File: src/rtl/crp16_pkg.sv
// crp16_pkg
//   Shared CRP16 definitions used by the program loader.
//   - loader_state_e : 3-bit loader FSM state encoding
//   - LOADER_BASE_ADDR : default RAM word address of the first loaded word
//   - loader_busy() : true for the states in which a load is in progress
package crp16_pkg;

    typedef enum logic [2:0] {
        ST_IDLE   = 3'd0,
        ST_HDR_HI = 3'd1,
        ST_HDR_LO = 3'd2,
        ST_DAT_HI = 3'd3,
        ST_DAT_LO = 3'd4,
        ST_WRITE  = 3'd5,
        ST_DONE   = 3'd6
    } loader_state_e;

    localparam logic [15:0] LOADER_BASE_ADDR = 16'h0000;

    function automatic logic loader_busy(input loader_state_e s);
        return (s == ST_HDR_HI) || (s == ST_HDR_LO) || (s == ST_DAT_HI) ||
               (s == ST_DAT_LO) || (s == ST_WRITE);
    endfunction

endpackage

File: src/rtl/register.sv
// register
//   Generic enabled register with synchronous active-low clear.
//   Ports:
//     clk_i  : clock, rising edge
//     rst_ni : synchronous active-low reset, clears q_o to zero
//     en_i   : load enable
//     d_i    : next value, loaded when en_i is high
//     q_o    : current value
module register #(
    parameter int unsigned WIDTH = 16
) (
    input  logic             clk_i,
    input  logic             rst_ni,
    input  logic             en_i,
    input  logic [WIDTH-1:0] d_i,
    output logic [WIDTH-1:0] q_o
);

    always_ff @(posedge clk_i) begin
        if (!rst_ni) begin
            q_o <= '0;
        end else if (en_i) begin
            q_o <= d_i;
        end
    end

endmodule

File: src/rtl/crp16_prog_loader.sv
// crp16_prog_loader
//   Loads a program image into the CRP16 unified RAM from a byte stream and
//   then releases the CPU. Sits between datapath port B and RAM port B:
//   while loading the loader owns RAM port B and the CPU is held; once the
//   load is complete the datapath port-B signals pass straight through.
//   Frame: 16-bit word count N, then N 16-bit words, all high byte first.
//   Ports:
//     clock, reset          : clock; synchronous active-low reset
//     start                 : request a (re)load, honoured in IDLE and DONE
//     in_data/in_valid/in_ready : byte stream with valid/ready handshake
//     cpu_hold              : 1 while the datapath must stay held
//     busy                  : 1 while a load is in progress
//     words_loaded          : words written so far in the current load
//     dp_address_b/dp_data_b/dp_wren_b : datapath port-B request
//     address_b/data_b/wren_b          : RAM port-B request
module crp16_prog_loader
    import crp16_pkg::*;
#(
    parameter logic [15:0] BASE_ADDR = LOADER_BASE_ADDR,
    parameter bit          AUTO_LOAD = 1'b1
) (
    input  logic        clock,
    input  logic        reset,
    input  logic        start,
    input  logic [7:0]  in_data,
    input  logic        in_valid,
    output logic        in_ready,
    output logic        cpu_hold,
    output logic        busy,
    output logic [15:0] words_loaded,
    input  logic [15:0] dp_address_b,
    input  logic [15:0] dp_data_b,
    input  logic        dp_wren_b,
    output logic [15:0] address_b,
    output logic [15:0] data_b,
    output logic        wren_b
);

    loader_state_e state_q, state_d;

    // Set by reset when AUTO_LOAD is enabled; consumed by the first edge
    // with reset released, which is the edge that leaves IDLE.
    logic auto_q;

    logic        cnt_en,  word_en,  wl_en;
    logic [15:0] cnt_d,   word_d,   wl_d;
    logic [15:0] cnt_q,   word_q,   wl_q;
    logic [15:0] wl_inc;
    logic [15:0] load_addr;

    always_ff @(posedge clock) begin
        if (!reset) begin
            state_q <= ST_IDLE;
            auto_q  <= AUTO_LOAD;
        end else begin
            state_q <= state_d;
            auto_q  <= 1'b0;
        end
    end

    register #(.WIDTH(16)) u_cnt_reg (
        .clk_i  (clock),
        .rst_ni (reset),
        .en_i   (cnt_en),
        .d_i    (cnt_d),
        .q_o    (cnt_q)
    );

    register #(.WIDTH(16)) u_word_reg (
        .clk_i  (clock),
        .rst_ni (reset),
        .en_i   (word_en),
        .d_i    (word_d),
        .q_o    (word_q)
    );

    register #(.WIDTH(16)) u_words_loaded_reg (
        .clk_i  (clock),
        .rst_ni (reset),
        .en_i   (wl_en),
        .d_i    (wl_d),
        .q_o    (wl_q)
    );

    assign wl_inc = wl_q + 16'd1;

    always_comb begin
        state_d  = state_q;
        in_ready = 1'b0;
        cnt_en   = 1'b0;
        cnt_d    = cnt_q;
        word_en  = 1'b0;
        word_d   = word_q;
        wl_en    = 1'b0;
        wl_d     = wl_q;

        case (state_q)
            ST_IDLE: begin
                // in_ready stays low here, so a byte offered together with
                // start is not consumed on this edge.
                if (start || auto_q) begin
                    state_d = ST_HDR_HI;
                    wl_en   = 1'b1;
                    wl_d    = '0;
                end
            end
            ST_HDR_HI: begin
                in_ready = 1'b1;
                if (in_valid) begin
                    cnt_en  = 1'b1;
                    cnt_d   = {in_data, cnt_q[7:0]};
                    state_d = ST_HDR_LO;
                end
            end
            ST_HDR_LO: begin
                in_ready = 1'b1;
                if (in_valid) begin
                    cnt_en  = 1'b1;
                    cnt_d   = {cnt_q[15:8], in_data};
                    // An empty image completes without any write.
                    state_d = ({cnt_q[15:8], in_data} == 16'h0000) ? ST_DONE : ST_DAT_HI;
                end
            end
            ST_DAT_HI: begin
                in_ready = 1'b1;
                if (in_valid) begin
                    word_en = 1'b1;
                    word_d  = {in_data, word_q[7:0]};
                    state_d = ST_DAT_LO;
                end
            end
            ST_DAT_LO: begin
                in_ready = 1'b1;
                if (in_valid) begin
                    word_en = 1'b1;
                    word_d  = {word_q[15:8], in_data};
                    state_d = ST_WRITE;
                end
            end
            ST_WRITE: begin
                wl_en   = 1'b1;
                wl_d    = wl_inc;
                state_d = (wl_inc == cnt_q) ? ST_DONE : ST_DAT_HI;
            end
            ST_DONE: begin
                if (start) begin
                    state_d = ST_HDR_HI;
                    wl_en   = 1'b1;
                    wl_d    = '0;
                end
            end
            default: begin
                state_d = ST_IDLE;
            end
        endcase
    end

    assign load_addr    = BASE_ADDR + wl_q;
    assign busy         = loader_busy(state_q);
    assign cpu_hold     = (state_q != ST_DONE);
    assign words_loaded = wl_q;

    // Port-B ownership. The loader write is qualified with reset so that a
    // reset arriving during WRITE aborts without committing that word.
    always_comb begin
        if (state_q == ST_DONE) begin
            address_b = dp_address_b;
            data_b    = dp_data_b;
            wren_b    = dp_wren_b;
        end else begin
            address_b = load_addr;
            data_b    = word_q;
            wren_b    = (state_q == ST_WRITE) && reset;
        end
    end

endmodule
File: config.mk
export PLATFORM = sky130hd
export DESIGN_NAME = crp16_prog_loader
export DESIGN_NICKNAME = d
export VERILOG_FILES = /design/src/rtl/crp16_pkg.sv /design/src/rtl/register.sv /design/src/rtl/crp16_prog_loader.sv
export SDC_FILE = /design/constraint.sdc
export NUM_CORES = 1
export LEC_CHECK = 0
export ABC_AREA = 1
export BUFFER_PORTS_ARGS = -buffer_cell sky130_fd_sc_hd__buf_2
export CAP_MARGIN = 20
export CORE_MARGIN = 5
export CORE_UTILIZATION = 25
export CTS_BUF_LIST = sky130_fd_sc_hd__clkbuf_8
export DETAILED_ROUTE_END_ITERATION = 7
export PLACE_DENSITY_LB_ADDON = 0.1
export SKIP_CTS_REPAIR_TIMING = 1
export SYNTH_ARGS = -nofsm -noshare
export SYNTH_HDL_FRONTEND = slang
export SYNTH_HIERARCHICAL = 1
export SYNTH_SLANG_ARGS = --single-unit
File: constraint.sdc
create_clock -name clock -period 1.7 [get_ports clock]
set_input_delay 0 -clock clock [delete_from_list [all_inputs] [get_ports clock]]
set_output_delay 0 -clock clock [all_outputs]
set_load 0.01 [all_outputs]
==> run metrics, run 1 <==
CTS Buf Count=5; drt total wl=15880 µm; critical path class=reg2reg; RSZ-0062 raised after global routing=true; CP bufs+invs=2; global-route wire length before repair=23170 µm; Area Growth Syn to Fin=54.20%; grt ovf=0; Root Buffer Master=clkbuf_8; largest delay contributor family on the critical path=simple AND/OR/NAND/NOR gates; Seq/Total Area, Yosys=25.59%; # Max-Cap Violations=0; Hold Path Stages=3; pin count of the biggest net entering global routing=35; critical path's slowest cell=dfxtp_4; diode count=0; NetSw=between 3 and 4 mW; Pint=approximately 4.8 mW; FF+latch count, synth=52; met2 Track Usage GR=25.30%; PwrDens=~1400 mW/mm²; most numerous cell in the Yosys netlist=nand2_1; final cycle utilization of the critical path=108.4%; Fin. Hold Viols=0; core area=between 0.015 and 0.02 mm²; GRT Overall Usage=between 10% and 20%; Slew Limit Fails=0; Peak supply drop=586.5 µV; Post-Layout Cell Count=approximately 1200; die span in x=roughly 140 µm; failing checks=setup timing; Max FO, Critical Path=5; Max-slew headroom=between 60% and 70%; Gate power share=67.7%; Post-Route Setup TNS=-0.7316 ns; Arrival @ worst endpoint=~2.1 ns; grt peak-use layer=met2; CP required=approximately 2 ns; Syn Inst Count=742; CTS tree=done; placed cell area=0.005464 mm²; setup slack, reg-to-reg=-0.14 ns; cell repeated most along the worst path=nand2_1; CTS clk-pin slew, worst paths=0.11 ns; WL per Instance=roughly 14 µm; Least-Margin Pin Slew=~0.58 ns; Tmin final=1.842 ns; Initial Util=between 20% and 30%; ys flop type=dfxtp_1; Hold Path Class=in2reg; Fin Hold WS=a little under 0.06 ns; final worst setup slack=-0.1424 ns; Worst Hold Endpoint=u_words_loaded_reg/q_o[11]; net count after synthesis=approximately 800; Critical Path Max Stage Delay=around 0.39 ns; Clk pwr share=9.5%; Reg2Reg Launch Point=u_words_loaded_reg/q_o[1]; worst skew pair latency=roughly 0.34 ns; hold_sp=reset; cell count after placement=~1100; DRT antenna net count=0; Port Buffer Count=96; Yosys top cell area share=25.59%; Fillers=between 1500 and 2000; Worst setup SP type=flip-flop; met3 Resource Use GR=under 10%; vias in the first global route=around 4500; total power=~8.6 mW; count of final setup violators=24; H-tree levels=2; Synth area leaders=dfxtp_1 (26%), nand2_1 (25%), nor2_1 (11%), inv_1 (9.6%), o21ai_0 (6.6%); Detail Placement HPWL=11160 µm; P_leak=3.058 nW; Seq pwr share=22.8%; 1st-iter DRT viols=227; final instance area=between 0.006 and 0.007 mm²; CP endpoint kind=flip-flop; vias per cell=about 4.3; pre-CTS setup slack=-0.1054 ns; clk sinks=52; reg2reg end=state_q[0]; worst reg-to-reg path cell count=15; Commonest cells post-synth=nand2_1 (273), nor2_1 (118), inv_1 (104); die height=between 100 and 150 µm; Sw Share=between 40% and 50%; via count=just under 5000; number of distinct library cells after synthesis=35; Async S/R FF share, synth=0%; Post-synth EDFFs=0; Ys Warns=6; layout cells sized above 1=a little over a third; fmax=around 540 MHz; drt pass-1 iters=4; M1 GR Usage=roughly 22%; Clock Tree Buf Depth=2; Die ar.=~0.019 mm²; initial antenna violation count=0; status=finished, violations left; I/O pins=97; crit path cell chain=ha_4 > nand2_4 > nor2_4 > buf_4 > buf_4 > nand4_1 > nand3_1 > nand2_1 > nand3_1 > nor2_2 > nand2_1 > nand2_1 > nand2_1 > nand2_1 > a21oi_2; Synth Cell Area=between 0.004 and 0.005 mm²; DRC violations left=0; post-layout util=approximately 40%; cell taking the most area after synthesis=dfxtp_1; nets=986; routability congestion estimate=about 0.81; Site Rows=46; Worst Clk Skew=between 0.01 and 0.015 ns; Synth Area per Inst=5.482 µm²
## layout make-up
cell class,count,area (µm²),share of cell area [%]
Sequential cell,52,1074,17.12
Timing Repair Buffer,218,1690,26.95
Clock inverter,2,10.01,0.1596
Inverter,112,422.9,6.742
Clock buffer,6,82.58,1.317
Tap cell,216,270.3,4.309
Multi-Input combinational cell,551,2723,43.41
## worst max path at each step
stage	start	endpoint	slack (ns)	cells after the start
floorplan	state_q[0]	u_cnt_reg/q_o[14]	-0.002	11
global placement	u_words_loaded_reg/q_o[2]	state_q[0]	-0.09	13
detailed placement	u_words_loaded_reg/q_o[0]	state_q[0]	-0.11	16
CTS	u_words_loaded_reg/q_o[0]	state_q[0]	-0.13	16
global route	u_words_loaded_reg/q_o[1]	state_q[0]	-0.31	14
finish	u_words_loaded_reg/q_o[1]	state_q[0]	-0.14	15
## state kept, by name, indices dropped and copies added, names as in the netlist
name and count:
auto_q 1, u_words_loaded_reg/q_o 16, u_cnt_reg/q_o 16, u_word_reg/q_o 16, state_q 3
## power by group through the flow
stage | Sequential (mW) | Clock (mW) | Combinational [mW]
CTS | 1.92 | 0.863 | 4.64
detailed placement | 1.95 | 0 | 4.62
global route | 2.03 | 0.921 | 6.48
floorplan | 1.96 | 0 | 2.70
global placement | 1.96 | 0 | 4.63
finish | 1.97 | 0.820 | 5.84
## cell families after synthesis
family,Yosys count,synth area share [%]
XOR/XNOR,2,0.4307
flip-flops,52,25.59
AO/OA/AOI/OAI,77,10.58
AND/OR/NAND/NOR,471,48.17
buffers and inverters,139,14.92
adder cells (fa/ha/maj),1,0.3075
## cell usage in the layout, fill, tap and decap left out, types with 6 or more instances in the layout
| master | count |
|---|---|
| inv_1 | 96 |
| buf_12 | 11 |
| clkbuf_16 | 6 |
| inv_2 | 14 |
| nand2_1 | 253 |
| nand2_2 | 18 |
| dfxtp_2 | 8 |
| nand4_1 | 11 |
| o21ai_1 | 19 |
| nand2_4 | 6 |
| buf_4 | 95 |
| nand3_1 | 38 |
| dfxtp_1 | 38 |
| o21ai_0 | 24 |
| nor2_2 | 22 |
| dfxtp_4 | 6 |
| o21ai_2 | 15 |
| buf_2 | 95 |
| o22ai_2 | 7 |
| buf_6 | 9 |
| nor2_4 | 10 |
| clkbuf_8 | 6 |
| nor2_1 | 104 |
## worst register-to-register path, delay by kind of cell, from the launching register on
family / cells / cell delay, ns
AND/OR/NAND/NOR: 11 / 0.85
flip-flops: 1 / 0.39
buffers and inverters: 2 / 0.24
adder cells (fa/ha/maj): 1 / 0.17
AO/OA/AOI/OAI: 1 / 0.11
## metal layers
metal | vias to the layer above | wire length, µm
li1 | 2669 | -
met1 | 2205 | 7648
met2 | 77 | 7418
met3 | 8 | 665
met4 | 0 | 143
met5 | - | 0
Note: power is estimated with default switching activity, not from simulation.
==> run 2: changes to the inputs <==
--- a/config.mk
+++ b/config.mk
@@ -5,7 +5,6 @@
 export SDC_FILE = /design/constraint.sdc
 export NUM_CORES = 1
 export LEC_CHECK = 0
-export ABC_AREA = 1
 export BUFFER_PORTS_ARGS = -buffer_cell sky130_fd_sc_hd__buf_2
 export CAP_MARGIN = 20
 export CORE_MARGIN = 5
==> run 2 against run 1 <==
Compared with the run above:
- first-iteration DRC count decreased by 22%
- area after synthesis increased by 0.43%
- cell area decreased by 1.2%
- the flow still finishes with violations (setup timing)
- non-clock buffer count decreased by 23
==> run metrics, run 2 <==
status=finished, violations left; Port Buffer Count=96; die span in x=137.8 µm; 1st-iter DRT viols=roughly 180; vias in the first global route=3876; worst reg-to-reg path cell count=7; drt total wl=roughly 15000 µm; count of final setup violators=37; Least-Margin Pin Slew=approximately 0.58 ns; Fin. Hold Viols=0; Detail Placement HPWL=~10000 µm; Crit. Startpoint=u_words_loaded_reg/q_o[1]; Synth Cell Area=between 0.004 and 0.005 mm²; Fin Hold WS=around 0.10 ns; Ys Warns=6; pin count of the biggest net entering global routing=31; Fillers=~1600; Yosys top cell area share=about a quarter; critical path's slowest cell=or4_1; Clock Tree Buf Depth=2; FF+latch count, synth=52; final instance area=a little over 0.006 mm²; initial antenna violation count=0; Tmin final=a little under 2 ns; CTS Buf Count=5; Site Rows=46; failing checks=setup timing; global-route wire length before repair=between 20000 and 25000 µm; DRT antenna net count=0; Area Growth Syn to Fin=51.70%; number of distinct library cells after synthesis=just under 60; WL per Instance=~18 µm; CTS tree=done; CP endpoint kind=flip-flop; critical path class=reg2reg; final cycle utilization of the critical path=114.2%; hold_sp=start; Post-Route Setup TNS=-2.864 ns; Critical Path Max Stage Delay=about 0.43 ns; net count after synthesis=approximately 490; drt pass-1 iters=4; CTS clk-pin slew, worst paths=about 0.10 ns; Worst Clk Skew=approximately 0.015 ns; Reg2Reg Launch Point=u_words_loaded_reg/q_o[1]; pre-CTS setup slack=-0.2955 ns; CP required=a little under 2 ns; Async S/R FF share, synth=0%; most numerous cell in the Yosys netlist=mux2_2; H-tree levels=2; commonest cells after routing, fill and taps aside=buf_4 (74), buf_2 (63), mux2_2 (56); placed cell area=between 0.005 and 0.006 mm²; fmax=a little over 500 MHz; Die ar.=approximately 0.019 mm²; total power=between 3 and 4 mW; routability congestion estimate=0.8254; vias per cell=4.767; diode count=0; Hold Path Stages=4; Post-Layout Cell Count=approximately 830; via count=~4000; biggest regs=u_cnt_reg/q_o x16, u_word_reg/q_o x16, u_words_loaded_reg/q_o x16; commonest non-fill, non-tap cell in the layout=buf_4; core area=approximately 0.016 mm²; # Max-Cap Violations=0; P_leak=~2.6 nW; RSZ-0062 raised after global routing=true; die height=~140 µm; Synth area leaders=dfxtp_1 (25%), mux2_2 (18%), mux2i_1 (12%), nor2b_1 (8.0%), o21ai_0 (3.3%); PwrDens=between 500 and 600 mW/mm²; worst skew pair latency=roughly 0.34 ns; Max-slew headroom=around 61%; DRC violations left=0; cell count after placement=between 800 and 900; Peak supply drop=between 300 and 400 µV; Hold Path Class=in2reg; clk sinks=52; Commonest cells post-synth=mux2_2 (65), dfxtp_1 (52), nor2b_1 (52); final worst setup slack=-0.2415 ns; I/O pins=97; Root Buffer Master=clkbuf_8; Arrival @ worst endpoint=about 2.2 ns; Post-synth EDFFs=0; Syn Inst Count=between 400 and 500; layout cells sized above 1=a little over half; post-layout util=between 30% and 40%; ys flop type=dfxtp_1; grt ovf=0; nets=about 660; Synth Area per Inst=approximately 9.2 µm²; Max FO, Critical Path=6; GRT Overall Usage=between 10% and 20%; Worst setup SP type=flip-flop; crit path cell chain=ha_4 > nand4_4 > or4_1 > o2111a_1 > a32oi_2 > nand4_2 > a22o_1; Slew Limit Fails=0; cell taking the most area after synthesis=dfxtp_1; Seq/Total Area, Yosys=25.48%; Initial Util=around 26%
==> run 2: changes by cell type after synthesis, moves of 32 or more <==
cell	change
nand3_1	-32
inv_1	-96
nor2b_1	+52
nor2_1	-99
mux2i_1	+50
mux2_2	+65
nand2_1	-259
==> run 2: worst paths after layout <==
kind                        to  slack (ns)
min                 state_q[1]         0.1
min reg2reg  u_word_reg/q_o[2]        0.54
max                 state_q[0]       -0.24
max reg2reg         state_q[0]       -0.24
==> run 2: final cells by class <==
type / count / area [µm²] / area share, %
multi-input combinational: 350 / 3007 / 48.52
timing repair buffer: 195 / 1697 / 27.38
sequential: 52 / 1089 / 17.57
tap: 216 / 270.3 / 4.361
clock buffer: 5 / 68.82 / 1.110
inverter: 8 / 40.04 / 0.6461
clock inverter: 3 / 26.28 / 0.4240
==> run 2: power breakdown <==
part           switching (mW)  internal [mW]
combinational           0.543          0.605
sequential             0.0572           1.23
clock                   0.510          0.302
total                    1.11           2.14
==> run 2: cell families (layout without fill, tap and decap cells) <==
logic type | count (synthesis) | in the layout | share of synthesized area (%)
simple gates | 152 | 152 | 22.91
mux | 115 | 117 | 30.17
compound gates | 66 | 66 | 11.39
flops | 52 | 52 | 25.48
buf+inv | 42 | 211 | 6.738
xor+xnor | 14 | 14 | 3.002
fa+ha+maj | 1 | 1 | 0.3062
==> run 2: layer usage <==
metal	vias to the layer above	wire length [µm]	GRT usage, %
met5	-	0	0
met4	0	180	4.336
met3	9	580	2.228
met2	101	7244	23.81
met1	1864	6979	20.12
li1	1978	-	-
==> run 2: critical path, delay by kind of cell, from the launching register on <==
kind,cells,cell delay (ns)
AO/OA/AOI/OAI,3,0.52
adder cells (fa/ha/maj),1,0.18
AND/OR/NAND/NOR,3,0.75
flip-flops,1,0.39
==> run 3: changes to the inputs <==
--- a/config.mk
+++ b/config.mk
@@ -5,9 +5,9 @@
 export SDC_FILE = /design/constraint.sdc
 export NUM_CORES = 1
 export LEC_CHECK = 0
+export ABC_AREA = 1
 export BUFFER_PORTS_ARGS = -buffer_cell sky130_fd_sc_hd__buf_2
 export CAP_MARGIN = 20
-export CORE_MARGIN = 5
 export CORE_UTILIZATION = 25
 export CTS_BUF_LIST = sky130_fd_sc_hd__clkbuf_8
 export DETAILED_ROUTE_END_ITERATION = 7
==> run 3 against run 2 <==
Compared with the run above:
- the flow still finishes with violations (setup timing)
- largest power group is now combinational logic
- die area is 12% lower
- power rose to 2.6 times the previous value
- clock power is 1% higher
- utilization is 0.53 points higher
- cell area grew 0.99%
==> run metrics, run 3 (synthesis gave the netlist of run 1 again) <==
Max FO, Critical Path=7; CP required=just under 2 ns; commonest non-fill, non-tap cell in the layout=nand2_1; failing checks=setup timing; commonest cells after routing, fill and taps aside=nand2_1 (257), nor2_1 (101), inv_1 (97), buf_4 (97), buf_2 (95); I/O pins=97; Hold Path Class=in2reg; RSZ-0062 raised after global routing=true; CTS tree=done; status=finished, violations left; WL per Instance=roughly 14 µm; layout cells sized above 1=35.13%; Site Rows=between 40 and 50; H-tree levels=2; Fin. Hold Viols=0; PwrDens=between 1000 and 1500 mW/mm²; clk sinks=52; Worst setup SP type=flip-flop; P_leak=3.034 nW; Peak supply drop=roughly 550 µV; pin count of the biggest net entering global routing=34; CTS Buf Count=5; Detail Placement HPWL=approximately 11000 µm; via count=just over 5000; fmax=about 540 MHz; CP endpoint kind=flip-flop; core area=0.01589 mm²; Slew Limit Fails=0; DRC violations left=0; nets=approximately 1000; # Max-Cap Violations=0; worst skew pair latency=around 0.34 ns; Least-Margin Pin Slew=around 0.52 ns; Area Growth Syn to Fin=53.86%; Seq. cell area=0.001065 mm²; die height=129.6 µm; Worst Clk Skew=0.01033 ns; Clock Tree Buf Depth=2; CTS clk-pin slew, worst paths=about 0.11 ns; drt pass-1 iters=5; GRT Overall Usage=~17%; Initial Util=25.61%; biggest regs=u_cnt_reg/q_o x16, u_word_reg/q_o x16, u_words_loaded_reg/q_o x16; vias per cell=~4.4; Fin Hold WS=~0.053 ns; global-route wire length before repair=21870 µm; Max-slew headroom=roughly two thirds; final worst setup slack=-0.1383 ns; grt ovf=0; Tmin final=~1.8 ns; routability congestion estimate=0.8472; 1st-iter DRT viols=~300; DRT antenna net count=0; total power=~8.6 mW; Arrival @ worst endpoint=around 2.1 ns; Root Buffer Master=clkbuf_8; Fillers=1820; Die ar.=roughly 0.017 mm²; vias in the first global route=approximately 4300; drt total wl=approximately 16000 µm; critical path class=reg2reg; initial antenna violation count=0; die span in x=~130 µm; final cycle utilization of the critical path=108.1%; diode count=0; count of final setup violators=25; area of the multi-input gates=0.002710 mm²; Port Buffer Count=96
[run 3: per-layer routing]
layer / global-route usage, % / wire [µm] / part of all wire [%]
met5: 0 / 0 / 0
met4: 5.198 / 246 / 1.6
met3: 2.188 / 571 / 3.6
met2: 30.01 / 7445 / 47
met1: 21.99 / 7441 / 47
[run 3: through the flow]
stage / setup WS [ns] / instances / utilization (%) / setup TNS (ns) / area, µm²
3_5_place_dp: -0.1979 / 1128 / 34.44 / -3.466 / 5472
4_1_cts: -0.2472 / 1136 / 35.01 / -6.448 / 5562
5_1_grt: -0.2624 / 1161 / 39.40 / -6.531 / 6259
3_3_place_gp: -0.1881 / 1128 / 34.44 / -2.882 / 5472
6_report: -0.1383 / 1161 / 39.40 / -1.397 / 6259
2_1_floorplan: -0.001900 / 742 / - / -0.004786 / 4096
[run 3: worst max-delay path, stage by stage, from the launching register on]
cell       delay, ns
dfxtp_4         0.39
inv_4           0.05
nor3_4          0.24
buf_4           0.16
buf_6           0.09
nor3_4          0.04
nor2_4          0.22
buf_12          0.15
clkbuf_16       0.15
o21ai_2         0.06
inv_1           0.05
nand2_1         0.04
nand2_1         0.06
nor2_2          0.04
[run 3: final cells by class]
cell class | instances | share of cell area, %
Sequential cell | 52 | 17.01
Clock inverter | 2 | 0.1200
Tap cell | 216 | 4.318
Multi-Input combinational cell | 551 | 43.30
Timing Repair Buffer | 222 | 27.13
Inverter | 112 | 6.797
Clock buffer | 6 | 1.319
[run 3: power breakdown]
part | total, mW | leakage (nW) | switching [mW] | internal [mW]
Clock | 0.822 | 0.0538 | 0.499 | 0.323
Sequential | 1.95 | 0.431 | 0.362 | 1.59
Combinational | 5.78 | 2.55 | 2.99 | 2.79
[run 3: final timing paths]
kind,from,to,slack [ns],cells past startpoint
hold reg to reg,u_cnt_reg/q_o[7],u_cnt_reg/q_o[7],0.49,2
setup / recovery,state_q[1],u_words_loaded_reg/q_o[14],-0.14,13
setup reg to reg,state_q[1],u_words_loaded_reg/q_o[14],-0.14,13
hold / removal,reset,u_word_reg/q_o[2],0.05,3
